$ cat config.mk
export PLATFORM = sky130hd
export DESIGN_NAME = actuator_pulse_driver
export DESIGN_NICKNAME = d
export VERILOG_FILES = /design/src/rtl/actuator_pkg.sv /design/src/rtl/actuator_pulse_driver.sv
export SDC_FILE = /design/constraint.sdc
export NUM_CORES = 1
export LEC_CHECK = 0
export ABC_AREA = 1
export BUFFER_PORTS_ARGS = -buffer_cell sky130_fd_sc_hd__buf_2
export CAP_MARGIN = 20
export CORE_MARGIN = 4
export CORE_UTILIZATION = 30
export CTS_CLUSTER_DIAMETER = 100
export DETAILED_ROUTE_END_ITERATION = 16
export PLACE_DENSITY_LB_ADDON = 0.12
export SLEW_MARGIN = 10
export SYNTH_ARGS = -nofsm -noshare
export SYNTH_HDL_FRONTEND = slang
export SYNTH_SLANG_ARGS = --single-unit
$ cat constraint.sdc
create_clock -name clk -period 1.9 [get_ports clk]
set_input_delay 0.38 -clock clk [delete_from_list [all_inputs] [get_ports clk]]
set_output_delay 0.38 -clock clk [all_outputs]
set_load 0.02 [all_outputs]
$ cat src/rtl/actuator_pkg.sv
// Shared types and sizing helpers for the actuator pulse driver.
package actuator_pkg;

    typedef enum logic [1:0] {
        IDLE     = 2'd0,
        ACTIVE   = 2'd1,
        COOLDOWN = 2'd2
    } state_t;

    localparam int unsigned CLK_HZ             = 125000000;
    localparam int unsigned DEFAULT_ON_CYCLES  = CLK_HZ / 10;  // 100 ms
    localparam int unsigned DEFAULT_OFF_CYCLES = CLK_HZ / 20;  // 50 ms

    function automatic int unsigned max(input int unsigned a, input int unsigned b);
        return (a > b) ? a : b;
    endfunction

endpackage

$ cat src/rtl/actuator_pulse_driver.sv
// Turns single-cycle requests into timed drive pulses, each followed by a guard interval.
// Build option: ACT_QUEUE_EN enables queueing of requests that arrive while busy.
module actuator_pulse_driver
    import actuator_pkg::*;
#(
    parameter int unsigned ON_CYCLES   = DEFAULT_ON_CYCLES,
    parameter int unsigned OFF_CYCLES  = DEFAULT_OFF_CYCLES,
    parameter int unsigned QUEUE_DEPTH = 4
) (
    input  logic                             clk,
    input  logic                             reset,
    input  logic                             req,
    input  logic                             abort,
    input  logic                             clr_overflow,
    output logic                             act_out,
    output logic                             busy,
    output logic                             done,
    output logic [$clog2(QUEUE_DEPTH+1)-1:0] pending,
    output logic                             overflow
);

    localparam int unsigned     TW       = $clog2(max(ON_CYCLES, OFF_CYCLES) + 1);
    localparam logic [TW-1:0]   ON_LOAD  = TW'(ON_CYCLES - 1);
    localparam logic [TW-1:0]   OFF_LOAD = TW'(OFF_CYCLES - 1);

    state_t          state, state_n;
    logic [TW-1:0]   timer, timer_n;
    logic            act_n, done_n, ovf_n;
    logic            ovf_set, enq, expired, next_queued;

`ifdef ACT_QUEUE_EN
    localparam int unsigned   PW       = $clog2(QUEUE_DEPTH + 1);
    localparam logic [PW-1:0] PEND_MAX = PW'(QUEUE_DEPTH);

    logic [PW-1:0] pend_q, pend_n;
    logic          last_cool;
`endif

    always_comb begin
        enq         = req & ~abort;
        expired     = (timer == '0);
        ovf_set     = 1'b0;
        next_queued = 1'b0;

`ifdef ACT_QUEUE_EN
        // Enqueue is resolved before dequeue so a request on the last guard
        // cycle with an empty queue passes straight through.
        pend_n    = pend_q;
        last_cool = (state == COOLDOWN) && expired;
        if (state != IDLE) begin
            if (abort) begin
                pend_n = '0;
            end else begin
                if (enq) begin
                    if (pend_q == PEND_MAX) ovf_set = 1'b1;
                    else                    pend_n  = pend_q + 1'b1;
                end
                if (last_cool && (pend_n != '0)) begin
                    next_queued = 1'b1;
                    pend_n      = pend_n - 1'b1;
                end
            end
        end
`else
        if ((state != IDLE) && enq) ovf_set = 1'b1;
`endif

        state_n = state;
        timer_n = timer;
        done_n  = 1'b0;

        case (state)
            IDLE: begin
                if (enq) begin
                    state_n = ACTIVE;
                    timer_n = ON_LOAD;
                end
            end
            ACTIVE: begin
                if (abort) begin
                    state_n = COOLDOWN;
                    timer_n = OFF_LOAD;
                end else if (expired) begin
                    state_n = COOLDOWN;
                    timer_n = OFF_LOAD;
                    done_n  = 1'b1;
                end else begin
                    timer_n = timer - 1'b1;
                end
            end
            COOLDOWN: begin
                if (expired) begin
                    if (next_queued) begin
                        state_n = ACTIVE;
                        timer_n = ON_LOAD;
                    end else begin
                        state_n = IDLE;
                        timer_n = '0;
                    end
                end else begin
                    timer_n = timer - 1'b1;
                end
            end
            default: begin
                state_n = IDLE;
                timer_n = '0;
            end
        endcase

        act_n = (state_n == ACTIVE);
        ovf_n = ovf_set | (overflow & ~clr_overflow);
    end

    always_ff @(posedge clk or posedge reset) begin
        if (reset) begin
            state    <= IDLE;
            timer    <= '0;
            act_out  <= 1'b0;
            done     <= 1'b0;
            overflow <= 1'b0;
        end else begin
            state    <= state_n;
            timer    <= timer_n;
            act_out  <= act_n;
            done     <= done_n;
            overflow <= ovf_n;
        end
    end

`ifdef ACT_QUEUE_EN
    always_ff @(posedge clk or posedge reset) begin
        if (reset) pend_q <= '0;
        else       pend_q <= pend_n;
    end

    assign pending = pend_q;
`else
    assign pending = '0;
`endif

    assign busy = (state != IDLE);

endmodule

==> run metrics, run 1 <==
status finished clean; cts hold-fix bufs 0; final global-route overflow total 0; die area 0.007865 sq mm; final hold violation count 0; dpl hpwl 3833 microns; Worst Path Required 2060 ps; top post-synthesis cells by area dfrtp_1, nand2_1, nor2_1; RSZ-0062 raised after global routing false; Clock Latency Late Sink 280 ps; Sum Neg Setup Slack 0 ps; Synth Area in Adders 0.6406%; Simple-Gate Fraction of Synth Area 42.66%; DRT antenna net count 0; P per Cell Area 1560 mW/mm^2; Fmax 579.2 MHz; n_diodes 0; Final Net Count 308; htree depth 2; Worst EP arrival 1890 ps; sequential cell area 725.7 sq um; fin crit period 1727 ps; Post-Syn Area 0.001953 sq mm; drt first pass iters 4; WS Path Type flop to flop; CTS Buffer Depth 2; Crit. Startpoint timer[0]$_DFFE_PP0P_; postcts setup bufs 0; share of layout cells above drive strength 1 13.25%; CTS tree done; crit path capture type flop; first-pass GRT wire length 8673 microns; synthesis-stage register bit count 29; Max-Cap Viols 0; Die Y 88.69 microns; I/O Buffers 8; Compound-Gate Fraction of Synth Area 5.894%; Mapped Avg Cell Area 6.853 sq um; CTS buffer count 5; area leader, netlist dfrtp_1; total global-route track usage 14.57%; vias in the first global route 1724; DRT iter0 DRCs 99; Clock Skew 7.152 ps; Multi-input gate area 0.001104 sq mm; via count 1745; DP Area 0.002105 sq mm; Vias/cell 4.604; Root Buffer clkbuf_8; final wirelength 5062 microns; Synth Area in XOR/XNOR 6.726%; routed length per instance 13.36 microns; period utilisation layout 90.88%; HP Class primary input to async pin; clk sinks 29; Async SR Flop Fraction 100.0%; peak supply drop 0.0005624 V; CORE AREA 0.006350 sq mm; post-synth cell types 29; Initial Utilization 30.76%; synth warn 0; top cell type's share of synthesized area 37.16%; initial antenna violation count 0; Pleak 1.109 nW; Reg-to-Reg Start timer[0]$_DFFE_PP0P_; Die W 88.69 microns; cells on worst reg2reg path 9; Reg-to-Reg End timer[2]$_DFFE_PP0P_; CP Max Fanout 7; largest family of logic cells by synthesized area simple AND/OR/NAND/NOR gates; fin util 34.50%; # DRC 0; largest net degree at the start of global routing 30; CP Launch Type flop; post-cts resize count 0; most numerous cell in the Yosys netlist nand2_1; Max Slew Vio Count 0; post-synthesis cell count 285; commonest cells in the netlist nand2_1, nor2_1, dfrtp_1, inv_1; reg2reg setup slack 170 ps; dominant synthesized flop cell dfrtp_1; Layout area overhead 12.17%; mux contribution to synthesized area 0%; EDFF count, synth 0; Seq/Total Area, Yosys 37.16%; Pwr Total 0.003418 W; Setup Viol. Count Final 0; hold_ws 167.6 ps; Rows 29; Worst-path clk slew 70 ps; fillers 695; post-route cell area 0.002191 sq mm; routability cong. 0.8060; io pins 12
[layer usage]
metal | part of all wire (%) | track usage, % | vias to the layer above | wire length [microns]
met5 | 0 | 0 | - | 0
met4 | 1.8 | 3.984 | 0 | 93
met3 | 3.2 | 3.445 | 8 | 160
met2 | 45 | 23.35 | 30 | 2259
met1 | 50 | 19.59 | 794 | 2548
li1 | - | - | 913 | -
[power breakdown]
group	switching (W)	total [W]	internal, W
Combinational	0.00114	0.00173	0.000594
Sequential	0.000295	0.00116	0.000864
Clock	0.000239	0.000526	0.000287
Total	0.00167	0.00342	0.00175
[cell type report]
class                   instances  area share [%]
clock buffers                   7           3.941
multi-input cells             227           50.37
inverters                      25           4.283
flip-flops and latches         29           33.12
repair buffers                 14           3.883
well taps                      77           4.397
[cell usage in the layout (no fill, tap or decap), types with 2 or more instances in the layout]
cell type / n
nand2_1: 111
buf_4: 6
dfrtp_1: 29
nand2_4: 4
nor2_2: 4
nor2_4: 2
nor2_1: 40
xnor2_1: 3
clkbuf_8: 6
o21ai_1: 6
nand4_1: 5
conb_1: 3
inv_1: 22
inv_2: 2
nand2_2: 2
xor2_1: 12
buf_2: 8
nand3_1: 12
a21oi_1: 5
o21ai_0: 9
[per-stage QoR]
| step | instances | setup WS [ps] |
|---|---|---|
| 3_5_place_dp | 372 | 133.4 |
| 5_1_grt | 379 | 7.119 |
| 3_3_place_gp | 372 | 164.1 |
| 4_1_cts | 379 | 138.1 |
| 2_1_floorplan | 287 | 394.1 |
| 6_report | 379 | 173.4 |
[cell families after synthesis]
group | count (synthesis)
XOR/XNOR | 15
adder cells (fa/ha/maj) | 1
AND/OR/NAND/NOR | 186
flip-flops | 29
other | 1
AO/OA/AOI/OAI | 22
buffers and inverters | 31
[worst max-delay path, stage by stage (launching register included)]
cell     delay, ps
dfrtp_1        370
inv_1           90
ha_1           250
nand2_4        110
nor2_8         170
nand2_1        120
nor3_2         210
nand2_1        130
nand2_1         80
o21ai_0         90
[registers in the layout, summed over array words and instances (netlist names)]
| register | cells |
|---|---|
| timer | 24 |
| state | 2 |
| act_out | 1 |
| done | 1 |
| overflow | 1 |
[worst max path at each step]
stage                     slack, ps                    to  depth (start not counted)
after floorplan                 390  timer[3]$_DFFE_PP0P_                         11
after global placement          160  timer[2]$_DFFE_PP0P_                          9
after detailed placement        130  timer[2]$_DFFE_PP0P_                          9
after CTS                       140  timer[2]$_DFFE_PP0P_                          9
after global routing              7  timer[2]$_DFFE_PP0P_                          9
final                           170  timer[2]$_DFFE_PP0P_                          9
Power figures use the tool's default switching activity.
==> inputs of run 2 (changes only) <==
--- a/config.mk
+++ b/config.mk
@@ -13,6 +13,7 @@
 export CTS_CLUSTER_DIAMETER = 100
 export DETAILED_ROUTE_END_ITERATION = 16
 export PLACE_DENSITY_LB_ADDON = 0.12
+export RECOVER_POWER = 100
 export SLEW_MARGIN = 10
 export SYNTH_ARGS = -nofsm -noshare
 export SYNTH_HDL_FRONTEND = slang
==> run metrics, run 2 (same netlist as run 1, synthesis figures left out) <==
Worst Tran Pin Value 759.7 ps; Sum Neg Setup Slack 0 ps (unchanged); DRT antenna net count 0 (unchanged); cts hold-fix bufs 0 (unchanged); Rows 29 (unchanged); WS Path Type flop to flop; Root Buffer clkbuf_8; CTS Buffer Depth 2 (unchanged); via count 1736 (-0.52%); vias in the first global route 1724 (unchanged); Vias/cell 4.580 (-0.52%); crit path capture type flop; final hold violation count 0 (unchanged); I/O Buffers 8 (unchanged); Largest regs timer x24, state x2; CTS tree done; CP most frequent cell nand2_1; dpl cells 372 (unchanged); pre-CTS WS 133.4 ps (unchanged); Worst EP arrival 1880 ps (about the same); most frequent cells in the layout nand2_1, nor2_1, dfrtp_1; first-pass GRT wire length 8673 microns (unchanged); CP Launch Type flop; post-cts resize count 0 (unchanged); Worst Path Required 2060 ps (about the same); Max Slew Vio Count 0 (unchanged); fin crit period 1722 ps (-4.824 ps); postcts setup bufs 0 (unchanged); HP Class primary input to flop; Clock Skew 6.666 ps (-0.4862 ps); Die W 88.69 microns (unchanged); CORE AREA 0.006350 sq mm (unchanged); Crit. Startpoint timer[0]$_DFFE_PP0P_; largest net degree at the start of global routing 30 (unchanged); status finished clean; Top reg by flops timer; Final Net Count 308 (unchanged); Clock Latency Late Sink 280 ps (about the same); n_diodes 0 (unchanged); post-route cell area 0.002183 sq mm (-0.34%); Worst-path clk slew 70 ps (about the same); Crit path buffers/inverters 1 (unchanged); DRT iter0 DRCs 103 (+4.0%); Critical Path Slowest Stage Cell dfrtp_1; crit-path leading delay family simple AND/OR/NAND/NOR gates; Setup Viol. Count Final 0 (unchanged); P per Cell Area 1556 mW/mm^2 (-0.24%); htree depth 2 (unchanged); Final Worst Setup Slack 178.2 ps (+4.824 ps); # DRC 0 (unchanged); Die Y 88.69 microns (unchanged); die area 0.007865 sq mm (unchanged); io pins 12 (unchanged); clk sinks 29 (unchanged); total global-route track usage 14.57% (unchanged); drt first pass iters 5 (+1); Pleak 1.094 nW (-1.3%); largest stage delay on the critical path 370 ps (about the same); Layout area overhead 11.79%; initial antenna violation count 0 (unchanged); routed length per instance 13.37 microns (+0.12%); dpl hpwl 3833 microns (unchanged); cell-by-cell trace of the critical path inv_1 > ha_1 > nand2_4 > nor2_8 > nand2_1 > nor3_2 > nand2_1 > nand2_1 > o21ai_0; max reg flops 24 (unchanged); peak supply drop 0.0005488 V (-2.4%); most common library cell in the layout ignoring fill and taps nand2_1; final wirelength 5068 microns (+0.12%); DP Area 0.002105 sq mm (unchanged); Slew Limit Headroom 49.36%; Max-Cap Viols 0 (unchanged); share of layout cells above drive strength 1 11.59% (-1.7 points); Layout Cells excl Fill 379 (unchanged); routability cong. 0.8060 (unchanged); RSZ-0062 raised after global routing false; Initial Utilization 30.76% (unchanged); period utilisation layout 90.62% (-0.25 points); hold_sp clr_overflow; CTS buffer count 5 (unchanged); Fmax 580.8 MHz (+0.28%); CP Max Fanout 7 (unchanged); final global-route overflow total 0 (unchanged); Reg-to-Reg Start timer[0]$_DFFE_PP0P_
## run 2: changes by cell type in the layout (fill, tap and decap cells not counted)
cell / before / now
clkbuf_1: 1 / 5
clkbuf_2: 0 / 1
inv_2: 2 / 1
buf_2: 8 / 4
inv_1: 22 / 23
o21ai_0: 9 / 13
o21ai_1: 6 / 2
buf_4: 6 / 5
## run 2: cell type report
| class | instances | area (sq um) |
|---|---|---|
| clock buffers | 7 | 86.33 |
| fillers | 698 | 4167 |
| inverters | 25 | 93.84 |
| multi-input cells | 227 | 1104 |
| flip-flops and latches | 29 | 725.7 |
| well taps | 77 | 96.34 |
| repair buffers | 14 | 77.57 |
## run 2: power by group
part / switching [W] / internal (W) / leakage, nW
sequential: 0.000294 / 0.000864 / 0.356
clock: 0.000239 / 0.000287 / 0.0443
combinational: 0.00113 / 0.000581 / 0.693
total: 0.00166 / 0.00173 / 1.09
## run 2: worst register-to-register path, stage by stage, from the launching register on
cell and delay [ps]:
dfrtp_1 370, inv_1 90, ha_1 250, nand2_4 110, nor2_8 170, nand2_1 120, nor3_2 210, nand2_1 130
nand2_1 80, o21ai_0 90
## run 2: layer usage
layer  track usage [%]  up-vias  part of all wire [%]
li1                  -      913                     -
met1             19.59      788                    50
met2             23.35       27                    45
met3             3.445        8                   3.1
met4             3.984        0                   1.9
met5                 0        -                     0
## run 2: final timing paths
path / endpoint / slack (ps) / cells after the start
max in group asynchronous: timer[4]$_DFFE_PP0P_ / 1110 / 3
min in group asynchronous: overflow$_DFF_PP0_ / 310 / 3
min reg2reg: overflow$_DFF_PP0_ / 540 / 2
max reg2reg: timer[2]$_DFFE_PP0P_ / 180 / 9
min: overflow$_DFF_PP0_ / 280 / 2
max: timer[2]$_DFFE_PP0P_ / 180 / 9
## run 2: stage by stage
stage               hold WS, ps  power [W]  util [%]
floorplan                 458.1   0.002404         -
global placement          478.3   0.002928     33.14
detailed placement        488.3   0.002910     33.14
CTS                       183.2   0.003453     34.50
global route              276.9   0.003746     34.38
finish                    278.6   0.003398     34.38
==> inputs of run 3 (changes only) <==
--- a/config.mk
+++ b/config.mk
@@ -10,6 +10,7 @@
 export CAP_MARGIN = 20
 export CORE_MARGIN = 4
 export CORE_UTILIZATION = 30
+export CTS_BUF_LIST = sky130_fd_sc_hd__clkbuf_2
 export CTS_CLUSTER_DIAMETER = 100
 export DETAILED_ROUTE_END_ITERATION = 16
 export PLACE_DENSITY_LB_ADDON = 0.12
==> run metrics, run 3 (same netlist as run 1, synthesis figures left out) <==
status finished clean; Logic pwr share 53.9% (+3.5 points); total global-route track usage 14.71% (+0.14 points); Sequential Power Share 36.4% (+2.3 points); pre-CTS WS 133.4 ps (unchanged); period utilisation layout 92.14% (+1.5 points); most common library cell in the layout ignoring fill and taps nand2_1; CTS Buffer Depth 2 (unchanged); CTS tree done; P per Cell Area 1490 mW/mm^2 (-4.2%); initial antenna violation count 0 (unchanged); RSZ-0062 raised after global routing false; Sum Neg Setup Slack 0 ps (unchanged); Vias/cell 4.586 (+0.12%); Max-Cap Viols 0 (unchanged); Reg-to-Reg End timer[3]$_DFFE_PP0P_; Setup Viol. Count Final 0 (unchanged); dpl hpwl 3833 microns (unchanged); cells on worst reg2reg path 11 (+2); Clock Skew 25.24 ps (+18.57 ps); Pleak 1.079 nW (-1.4%); clk sinks 29 (unchanged); CP Max Fanout 5 (-2); Psw 0.001648 W (-1.0%); via count 1738 (+0.12%); Top reg by flops timer; most frequent cells in the layout nand2_1, nor2_1, dfrtp_1; final global-route overflow total 0 (unchanged); cts hold-fix bufs 0 (unchanged); final hold violation count 0 (unchanged); n_diodes 0 (unchanged); routability cong. 0.8060 (unchanged); Root Buffer clkbuf_2; critical path endpoint busy; Reg-to-Reg Start timer[0]$_DFFE_PP0P_; Layout area overhead 9.161%; Die Y 88.69 microns (unchanged); Worst Tran Pin Value 754.5 ps (-5.143 ps); Crit. Startpoint state[0]$_DFF_PP0_; die area 0.007865 sq mm (unchanged); Worst-path clk slew 150 ps (+80 ps); htree depth 2 (unchanged); clock network fraction of total power 9.7% (-5.8 points); Clock Latency Late Sink 370 ps (+90 ps); Fmax 571.2 MHz (-1.6%); postcts setup bufs 0 (unchanged); Final Worst Setup Slack 149.3 ps (-28.88 ps); Rows 29 (unchanged); DRT antenna net count 0 (unchanged); vias in the first global route 1729 (+0.29%); reg2reg setup slack 150 ps (-30 ps); fillers 698 (unchanged); final wirelength 5057 microns (-0.22%); max reg flops 24 (unchanged); peak supply drop 0.0005371 V (-2.1%); io pins 12 (unchanged); share of layout cells above drive strength 1 11.92% (+0.33 points); WS Path Type flop to output port; # DRC 0 (unchanged); drt first pass iters 4 (-1); Final Net Count 308 (unchanged); Slew Limit Headroom 49.70% (+0.34 points); routed length per instance 13.34 microns (-0.22%); Internal Pwr Total 0.001530 W (-12%); CORE AREA 0.006350 sq mm (unchanged); fin crit period 1751 ps (+28.88 ps); DRT iter0 DRCs 104 (+0.97%); Largest regs timer x24, state x2; Worst EP arrival 1370 ps (-510 ps); Initial Utilization 30.76% (unchanged); I/O Buffers 8 (unchanged); Die W 88.69 microns (unchanged); Worst Path Required 1520 ps (-540 ps); post-cts resize count 0 (unchanged); HP Class primary input to flop; sw frac 51.85% (+2.8 points); CP Launch Type flop; crit path capture type output port; Max Slew Vio Count 0 (unchanged); largest net degree at the start of global routing 30 (unchanged); CTS buffer count 5 (unchanged); first-pass GRT wire length 8694 microns (+0.24%)
[run 3: cell types whose count changed in the layout (fill, tap and decap cells not counted)]
cell,before,now
clkbuf_1,5,3
clkbuf_2,1,8
clkinv_1,1,2
clkbuf_8,6,0
[run 3: metrics by stage]
stage / power, W / utilization (%) / area [sq um] / hold slack [ps] / cells
2_1_floorplan: 0.002404 / - / 1961 / 458.1 / 287
3_5_place_dp: 0.002910 / 33.14 / 2105 / 488.3 / 372
6_report: 0.003178 / 33.58 / 2132 / 178.7 / 379
4_1_cts: 0.003232 / 33.67 / 2138 / 51.40 / 379
5_1_grt: 0.003534 / 33.58 / 2132 / 138.6 / 379
3_3_place_gp: 0.002928 / 33.14 / 2105 / 478.3 / 372
[run 3: worst min-delay path by stage]
stage | startpoint | slack (ps) | cells past startpoint | to
5_1_grt | clr_overflow | 140 | 2 | overflow$_DFF_PP0_
3_3_place_gp | reset | 480 | 3 | overflow$_DFF_PP0_
6_report | clr_overflow | 180 | 2 | overflow$_DFF_PP0_
2_1_floorplan | reset | 460 | 1 | act_out$_DFF_PP0_
4_1_cts | reset | 50 | 3 | timer[18]$_DFFE_PP0P_
3_5_place_dp | reset | 490 | 3 | overflow$_DFF_PP0_
[run 3: power groups by stage]
stage / clock network, W / logic [W] / registers (W)
2_1_floorplan: 0 / 0.00131 / 0.00109
3_3_place_gp: 0 / 0.00176 / 0.00117
3_5_place_dp: 0 / 0.00174 / 0.00117
4_1_cts: 0.000328 / 0.00175 / 0.00115
5_1_grt: 0.000356 / 0.00198 / 0.00119
6_report: 0.000308 / 0.00171 / 0.00116
[run 3: worst max-delay path: stages (launching register included)]
cell and delay [ps]:
dfrtp_1 470, nor2_1 190, clkinv_1 170, clkbuf_2 190
[run 3: metal layers]
| metal | track usage [%] | part of all wire [%] | up-vias |
|---|---|---|---|
| li1 | - | - | 911 |
| met1 | 19.38 | 49 | 787 |
| met2 | 23.68 | 46 | 32 |
| met3 | 3.166 | 3.4 | 8 |
| met4 | 5.220 | 1.7 | 0 |
| met5 | 0 | 0 | - |
[run 3: layout make-up]
| cell class | instances | area [sq um] | area share (%) |
|---|---|---|---|
| Sequential cell | 29 | 725.7 | 34.04 |
| Multi-Input combinational cell | 227 | 1104 | 51.76 |
| Inverter | 25 | 93.84 | 4.401 |
| Clock inverter | 1 | 3.754 | 0.1761 |
| Timing Repair Buffer | 14 | 78.83 | 3.697 |
| Clock buffer | 6 | 30.03 | 1.408 |
| Tap cell | 77 | 96.34 | 4.519 |
